--- src/rtl/toll_pkg.sv ---
// rtl/toll_pkg.sv - shared toll-lane types, axle-code constants and weight width
//   Used by vehicle_sensor_frontend and the downstream classifier.
package toll_pkg;

  typedef enum logic [1:0] {
    IDLE,
    PASSING,
    REPORT,
    FAULT
  } state_e;

  localparam int unsigned AXLE_CODE_MIN = 0;
  localparam int unsigned AXLE_CODE_MAX = 3;
  localparam int unsigned AXLE_BASE     = 2;
  localparam int unsigned WEIGHT_W      = 4;

  // Axle count -> 2-bit code: axles-2, clamped to AXLE_CODE_MIN..AXLE_CODE_MAX.
  function automatic logic [1:0] axle_code(input int unsigned axles);
    if (axles < AXLE_BASE) begin
      return 2'(AXLE_CODE_MIN);
    end else if ((axles - AXLE_BASE) > AXLE_CODE_MAX) begin
      return 2'(AXLE_CODE_MAX);
    end else begin
      return 2'(axles - AXLE_BASE);
    end
  endfunction

endpackage

--- src/rtl/sensor_debounce.sv ---
// rtl/sensor_debounce.sv - 2-FF synchronizer, stability debouncer, edge pulses
//   clk, rst : clock, async active-high reset
//   raw_n    : raw active-low sensor, asynchronous to clk
//   level    : debounced active-high level (0 = inactive after reset)
//   rise     : one-cycle pulse when level goes inactive -> active
//   fall     : one-cycle pulse when level goes active -> inactive
module sensor_debounce #(
  parameter int unsigned DEBOUNCE_CYCLES = 500000
) (
  input  logic clk,
  input  logic rst,
  input  logic raw_n,
  output logic level,
  output logic rise,
  output logic fall
);

  localparam int unsigned CNT_W = $clog2(DEBOUNCE_CYCLES + 1);

  logic             sync1_q, sync1_d;
  logic             sync2_q, sync2_d;
  logic             level_q, level_d;
  logic             rise_q, rise_d;
  logic             fall_q, fall_d;
  logic [CNT_W-1:0] cnt_q, cnt_d;
  logic             active;

  // Synchronizer resets to the idle (high) raw level so no false edge appears.
  assign active = ~sync2_q;

  always_comb begin
    sync1_d = raw_n;
    sync2_d = sync1_q;
    level_d = level_q;
    cnt_d   = cnt_q;
    rise_d  = 1'b0;
    fall_d  = 1'b0;
    if (active == level_q) begin
      cnt_d = '0;
    end else if (cnt_q == CNT_W'(DEBOUNCE_CYCLES - 1)) begin
      // This is the DEBOUNCE_CYCLES-th consecutive differing sample.
      level_d = active;
      cnt_d   = '0;
      rise_d  = active;
      fall_d  = ~active;
    end else begin
      cnt_d = cnt_q + 1'b1;
    end
  end

  always_ff @(posedge clk or posedge rst) begin
    if (rst) begin
      sync1_q <= 1'b1;
      sync2_q <= 1'b1;
      level_q <= 1'b0;
      cnt_q   <= '0;
      rise_q  <= 1'b0;
      fall_q  <= 1'b0;
    end else begin
      sync1_q <= sync1_d;
      sync2_q <= sync2_d;
      level_q <= level_d;
      cnt_q   <= cnt_d;
      rise_q  <= rise_d;
      fall_q  <= fall_d;
    end
  end

  assign level = level_q;
  assign rise  = rise_q;
  assign fall  = fall_q;

endmodule

--- src/rtl/vehicle_sensor_frontend.sv ---
// rtl/vehicle_sensor_frontend.sv - per-vehicle axle count / peak weight record builder
//   clk, rst       : clock, async active-high reset
//   presence_n     : raw loop detector (active-low, async)
//   axle_n         : raw axle tread sensor (active-low, async)
//   weight_in      : scale reading
//   eixos, peso    : axle code and peak weight of the last vehicle
//   vehicle_valid  : one-cycle strobe with a new record
//   axle_err       : last vehicle had fewer than 2 axles
//   timeout_err    : presence stuck, sticky until presence falls
//   busy           : PASSING or FAULT
//   vehicle_count  : wrapping record counter, only with VEHICLE_COUNT_EN defined
module vehicle_sensor_frontend
  import toll_pkg::*;
#(
  parameter int unsigned DEBOUNCE_CYCLES = 500000,
  parameter int unsigned TIMEOUT_CYCLES  = 250000000,
  parameter int unsigned AXLE_CNT_W      = 3
) (
  input  logic                clk,
  input  logic                rst,
  input  logic                presence_n,
  input  logic                axle_n,
  input  logic [WEIGHT_W-1:0] weight_in,
  output logic [1:0]          eixos,
  output logic [WEIGHT_W-1:0] peso,
  output logic                vehicle_valid,
  output logic                axle_err,
  output logic                timeout_err,
  output logic                busy
`ifdef VEHICLE_COUNT_EN
  ,
  output logic [15:0]         vehicle_count
`endif
);

  localparam int unsigned TMO_W = $clog2(TIMEOUT_CYCLES + 1);
  localparam logic [AXLE_CNT_W-1:0] AXLE_SAT = '1;

  logic pres_level, pres_rise_unused, pres_fall;
  logic axle_level_unused, axle_rise, axle_fall_unused;

  sensor_debounce #(.DEBOUNCE_CYCLES(DEBOUNCE_CYCLES)) u_pres_db (
    .clk   (clk),
    .rst   (rst),
    .raw_n (presence_n),
    .level (pres_level),
    .rise  (pres_rise_unused),
    .fall  (pres_fall)
  );

  sensor_debounce #(.DEBOUNCE_CYCLES(DEBOUNCE_CYCLES)) u_axle_db (
    .clk   (clk),
    .rst   (rst),
    .raw_n (axle_n),
    .level (axle_level_unused),
    .rise  (axle_rise),
    .fall  (axle_fall_unused)
  );

  state_e                state_q, state_d;
  logic [AXLE_CNT_W-1:0] axle_cnt_q, axle_cnt_d;
  logic [WEIGHT_W-1:0]   peak_q, peak_d;
  logic [TMO_W-1:0]      tmo_q, tmo_d;
  logic [1:0]            eixos_q, eixos_d;
  logic [WEIGHT_W-1:0]   peso_q, peso_d;
  logic                  axle_err_q, axle_err_d;
  logic                  valid_q, valid_d;
  logic                  tmo_err_q, tmo_err_d;

  // Values including this cycle's axle event and weight sample, so an axle
  // debouncing together with presence fall still lands in the record.
  logic [AXLE_CNT_W-1:0] axles_now;
  logic [WEIGHT_W-1:0]   peak_now;

  always_comb begin
    axles_now = axle_cnt_q;
    if (axle_rise && (axle_cnt_q != AXLE_SAT)) begin
      axles_now = axle_cnt_q + 1'b1;
    end
    peak_now = (weight_in > peak_q) ? weight_in : peak_q;
  end

  always_comb begin
    state_d    = state_q;
    axle_cnt_d = axle_cnt_q;
    peak_d     = peak_q;
    tmo_d      = tmo_q;
    eixos_d    = eixos_q;
    peso_d     = peso_q;
    axle_err_d = axle_err_q;
    valid_d    = 1'b0;
    tmo_err_d  = tmo_err_q;
    case (state_q)
      IDLE: begin
        // Level, not the rise pulse: a rise landing on the REPORT cycle (or a
        // presence still active after reset) starts a passage from here.
        if (pres_level) begin
          state_d    = PASSING;
          axle_cnt_d = '0;
          peak_d     = '0;
          tmo_d      = '0;
        end
      end
      PASSING: begin
        axle_cnt_d = axles_now;
        peak_d     = peak_now;
        tmo_d      = tmo_q + 1'b1;
        if (pres_fall) begin
          // Record registers load on entry so they are visible in REPORT.
          state_d    = REPORT;
          eixos_d    = axle_code(32'(axles_now));
          peso_d     = peak_now;
          axle_err_d = (32'(axles_now) < AXLE_BASE);
          valid_d    = 1'b1;
        end else if (tmo_d == TMO_W'(TIMEOUT_CYCLES)) begin
          state_d   = FAULT;
          tmo_err_d = 1'b1;
        end
      end
      REPORT: begin
        state_d = IDLE;
      end
      FAULT: begin
        if (pres_fall) begin
          state_d   = IDLE;
          tmo_err_d = 1'b0;
        end
      end
      default: begin
        state_d = IDLE;
      end
    endcase
  end

  always_ff @(posedge clk or posedge rst) begin
    if (rst) begin
      state_q    <= IDLE;
      axle_cnt_q <= '0;
      peak_q     <= '0;
      tmo_q      <= '0;
      eixos_q    <= '0;
      peso_q     <= '0;
      axle_err_q <= 1'b0;
      valid_q    <= 1'b0;
      tmo_err_q  <= 1'b0;
    end else begin
      state_q    <= state_d;
      axle_cnt_q <= axle_cnt_d;
      peak_q     <= peak_d;
      tmo_q      <= tmo_d;
      eixos_q    <= eixos_d;
      peso_q     <= peso_d;
      axle_err_q <= axle_err_d;
      valid_q    <= valid_d;
      tmo_err_q  <= tmo_err_d;
    end
  end

  assign eixos         = eixos_q;
  assign peso          = peso_q;
  assign axle_err      = axle_err_q;
  assign vehicle_valid = valid_q;
  assign timeout_err   = tmo_err_q;
  assign busy          = (state_q == PASSING) || (state_q == FAULT);

`ifdef VEHICLE_COUNT_EN
  logic [15:0] vcount_q, vcount_d;

  always_comb begin
    vcount_d = vcount_q;
    if (valid_q) begin
      vcount_d = vcount_q + 16'd1;
    end
  end

  always_ff @(posedge clk or posedge rst) begin
    if (rst) begin
      vcount_q <= '0;
    end else begin
      vcount_q <= vcount_d;
    end
  end

  assign vehicle_count = vcount_q;
`endif

endmodule
--- config.mk ---
export PLATFORM = sky130hd
export DESIGN_NAME = vehicle_sensor_frontend
export DESIGN_NICKNAME = d
export VERILOG_FILES = /design/src/rtl/toll_pkg.sv /design/src/rtl/sensor_debounce.sv /design/src/rtl/vehicle_sensor_frontend.sv
export SDC_FILE = /design/constraint.sdc
export NUM_CORES = 1
export LEC_CHECK = 0
export CORE_MARGIN = 10
export CORE_UTILIZATION = 30
export DETAILED_ROUTE_END_ITERATION = 10
export SLEW_MARGIN = 20
export SYNTH_ARGS = -nofsm -noshare
export SYNTH_HDL_FRONTEND = slang
export SYNTH_SLANG_ARGS = --single-unit
--- constraint.sdc ---
create_clock -name clk -period 3.4 [get_ports clk]
set_input_delay 0.68 -clock clk [delete_from_list [all_inputs] [get_ports clk]]
set_output_delay 0.68 -clock clk [all_outputs]
set_load 0.005 [all_outputs]
==> out/metrics.cfg <==
[route]
drt_iter0_markers = 469
viasPerCell = 5.15
drt_pass1_iterations = 4
vias = 3918
drc = 0
drt-wirelength-per-cell_um = 13.7
drt_wl_total_mm = 10.4
ant_nets = 0

[place]
dp_cells = 745
portBuffers = 17
dp_hpwl_mm = 7.19
pre_cts_ws_ps = 630
place_area_um2 = 5270
gp_congestion = 0.865

[timing]
tightest_slew_ps = 917
clock.fmax_ghz = 0.356
clock_skew_ps = 4.27
setup_ws_ps = 594
tns_ps = 0
finalHoldViolations = 0
period_share_pct = 82.5
slew_viol_final = 0
period_needed_ps = 2810
rsz0062_at_grt = no
relSlewSlack_pct = 38.8
setup_violations = 0

[setup_path]
worstSetupStartpointType = register
critPathSlowestCell = dfrtp_1
critPathMaxFanout = 11
crit_buf_inv = 1
max_stage_delay_ps = 510
path_class = register to register
crit_path_cell_trace = nand4_1, buf_4, or3_1, or4_1, a2111oi_0, and4_1, a41oi_1, o21ai_1
crit_required_ps = 3680
endpoint_kind = register
crit_arrival_ps = 3080
critPathTopFamily = simple AND/OR/NAND/NOR gates

[power_and_ir_drop]
irDropWorstVdd_mv = 0.225
powerDensity_nw_per_um2 = 397
p_leak_nw = 2.33

[worst_hold_path]
min_path_type = register to register

[floorplanning]
rows = 46
core_um2 = 15900
io_pins = 18
dieWidth_um = 148
die_area_um2 = 21800
die_y_um = 148
initial_core_util_pct = 30.7

[cells_and_area]
final_nets = 559
area_growth_pct = 14.2
stdcell_count = 761
seqCellArea_um2 = 2310
final_area_um2 = 5590
drive_gt1_share_pct = 6.24
fillers = 1628
n_antenna_cell = 0
multiInputGateArea_um2 = 2410
final_core_util_pct = 35.0

[global_routing]
grt_usage_pct = 10.1
first_global_vias = 3938
overflow = 0
grt_pass1_wl_mm = 18.6
grt_antenna_before_repair = 0
grt_max_degree = 56

[synth]
ys_seq_elements = 92
synth_nets = 556
async_reset_ff_share_pct = 100
yosys_most_used_dff = dfrtp_1
ys_types = 50
synth-edff-count = 0
synthCells = 537
yosys_warnings = 0
synth.avg_cell_area_um2 = 9.11
netlist_area_um2 = 4890
yosysSeqAreaShare_pct = 47.2

[clock_tree]
cts-htree-levels = 3
cts_made_buffers = 9
ctsHoldBuffers = 0
ctsResizeCount = 0
insertion_delay_ps = 350
clockBufferDepth = 2
cts_setup_buffers = 0
cts_tree = done
numClockSinks = 92
clk_pin_slew_ps = 60
cts_root_buf = clkbuf_16

[run_status]
status = finished clean

[flow_run]
cap_violations = 0

## through the flow
| step | total power [mW] | hold WS (ps) |
|---|---|---|
| 6_report | 2.22 | 358 |
| 5_1_grt | 2.30 | 363 |
| 4_1_cts | 2.25 | 357 |
| 3_5_place_dp | 1.20 | 348 |
| 3_3_place_gp | 1.20 | 347 |
| 2_1_floorplan | 1.17 | 345 |
## worst register-to-register path, delay by kind of cell, from the launching register on
kind | cells | cell delay (ps)
buffers and inverters | 1 | 190
AO/OA/AOI/OAI | 3 | 690
flip-flops | 1 | 510
AND/OR/NAND/NOR | 4 | 1370
## cell families (layout without fill, tap and decap cells)
kind of cell,after synthesis,after routing,synth area share (%)
AO/OA/AOI/OAI,111,111,14.1
XOR/XNOR,44,44,7.88
adder cells (fa/ha/maj),11,11,2.81
buffers and inverters,45,53,3.71
flip-flops,92,92,47.2
multiplexers,7,7,1.46
AND/OR/NAND/NOR,227,227,22.8
## cells in the mapped netlist (3+ instances only)
library cell	count	area share, %
a21o_1	3	0.46
a21oi_1	9	0.92
a22o_1	6	1.1
a31oi_1	11	1.4
and2_1	4	0.51
and3_1	12	1.5
and4_1	4	0.72
buf_1	3	0.23
buf_2	4	0.41
clkbuf_1	24	1.8
dfrtp_1	88	45
dfstp_2	4	2.1
ha_1	11	2.8
inv_1	12	0.92
mux2i_1	6	1.2
nand2_1	52	4.0
nand2b_1	3	0.38
nand3_1	25	2.6
nand4_1	17	2.2
nor2_1	68	5.2
nor2b_1	9	1.2
nor3_1	11	1.1
nor3b_1	3	0.46
nor4_1	7	0.90
o21ai_0	53	5.4
o21bai_1	3	0.46
o31ai_1	8	1.2
o41ai_1	5	0.90
or4_1	3	0.46
xnor2_1	21	3.8
xor2_1	23	4.1
## flip-flops by register name, summed over array words and instances, names as in the netlist, 2 cells and up
| signal | flops |
|---|---|
| axle_cnt_q | 3 |
| eixos | 2 |
| peak_q | 4 |
| peso | 4 |
| state_q | 2 |
| tmo_q | 28 |
| u_axle_db.cnt_q | 19 |
| u_pres_db.cnt_q | 19 |
## area by class of cell
class / count / share of cell area [%]
clock buffer: 12 / 4.59
clock inverter: 4 / 1.01
inverter: 12 / 0.829
tap: 216 / 4.84
timing repair buffer: 25 / 4.35
sequential: 92 / 41.3
multi-input combinational: 400 / 43.1
## layout by cell type (no fill, tap or decap), drive strengths merged, types with 4 or more instances in the layout
cell type,Yosys,layout
o41ai,5,5
ha,11,11
a21oi,9,9
nor4,8,8
inv,12,12
o31ai,8,8
clkdlybuf4s50,0,17
a31oi,11,11
xnor2,21,21
o21ai,54,54
nor2b,9,9
nor2,68,68
dfrtp,88,88
dfstp,4,4
and2,4,4
buf,9,8
mux2i,6,6
nand4,18,18
nor3,11,11
a22o,6,6
and3,12,12
clkbuf,24,12
nand2,52,52
xor2,23,23
and4,4,4
nand3,25,25
## per-layer routing
layer	part of all wire [%]	up-vias	GRT usage, %
met1	45	1911	12.5
met2	48	83	16.5
met5	0	-	0
li1	-	1910	-
met4	1.5	0	3.67
met3	4.7	14	2.78
## power breakdown
part / leakage (nW) / switching, mW / internal [mW]
Clock: 0.153 / 0.424 / 0.615
Combinational: 0.926 / 0.0410 / 0.0230
Sequential: 1.25 / 0.00732 / 1.10
## path summary, 6_finish.rpt
kind	start	endpoint	slack (ps)	cells past startpoint
max in group asynchronous	rst	u_pres_db.sync2_q$_DFF_PP1_	1930	3
setup reg to reg	tmo_q[6]$_DFFE_PP0P_	timeout_err$_DFFE_PP0P_	590	8
min in group asynchronous	rst	u_axle_db.cnt_q[16]$_DFF_PP0_	740	2
hold reg to reg	u_pres_db.sync1_q$_DFF_PP1_	u_pres_db.sync2_q$_DFF_PP1_	360	0
hold / removal	u_pres_db.sync1_q$_DFF_PP1_	u_pres_db.sync2_q$_DFF_PP1_	360	0
setup / recovery	tmo_q[6]$_DFFE_PP0P_	timeout_err$_DFFE_PP0P_	590	8
(Power assumes the default switching activity.)
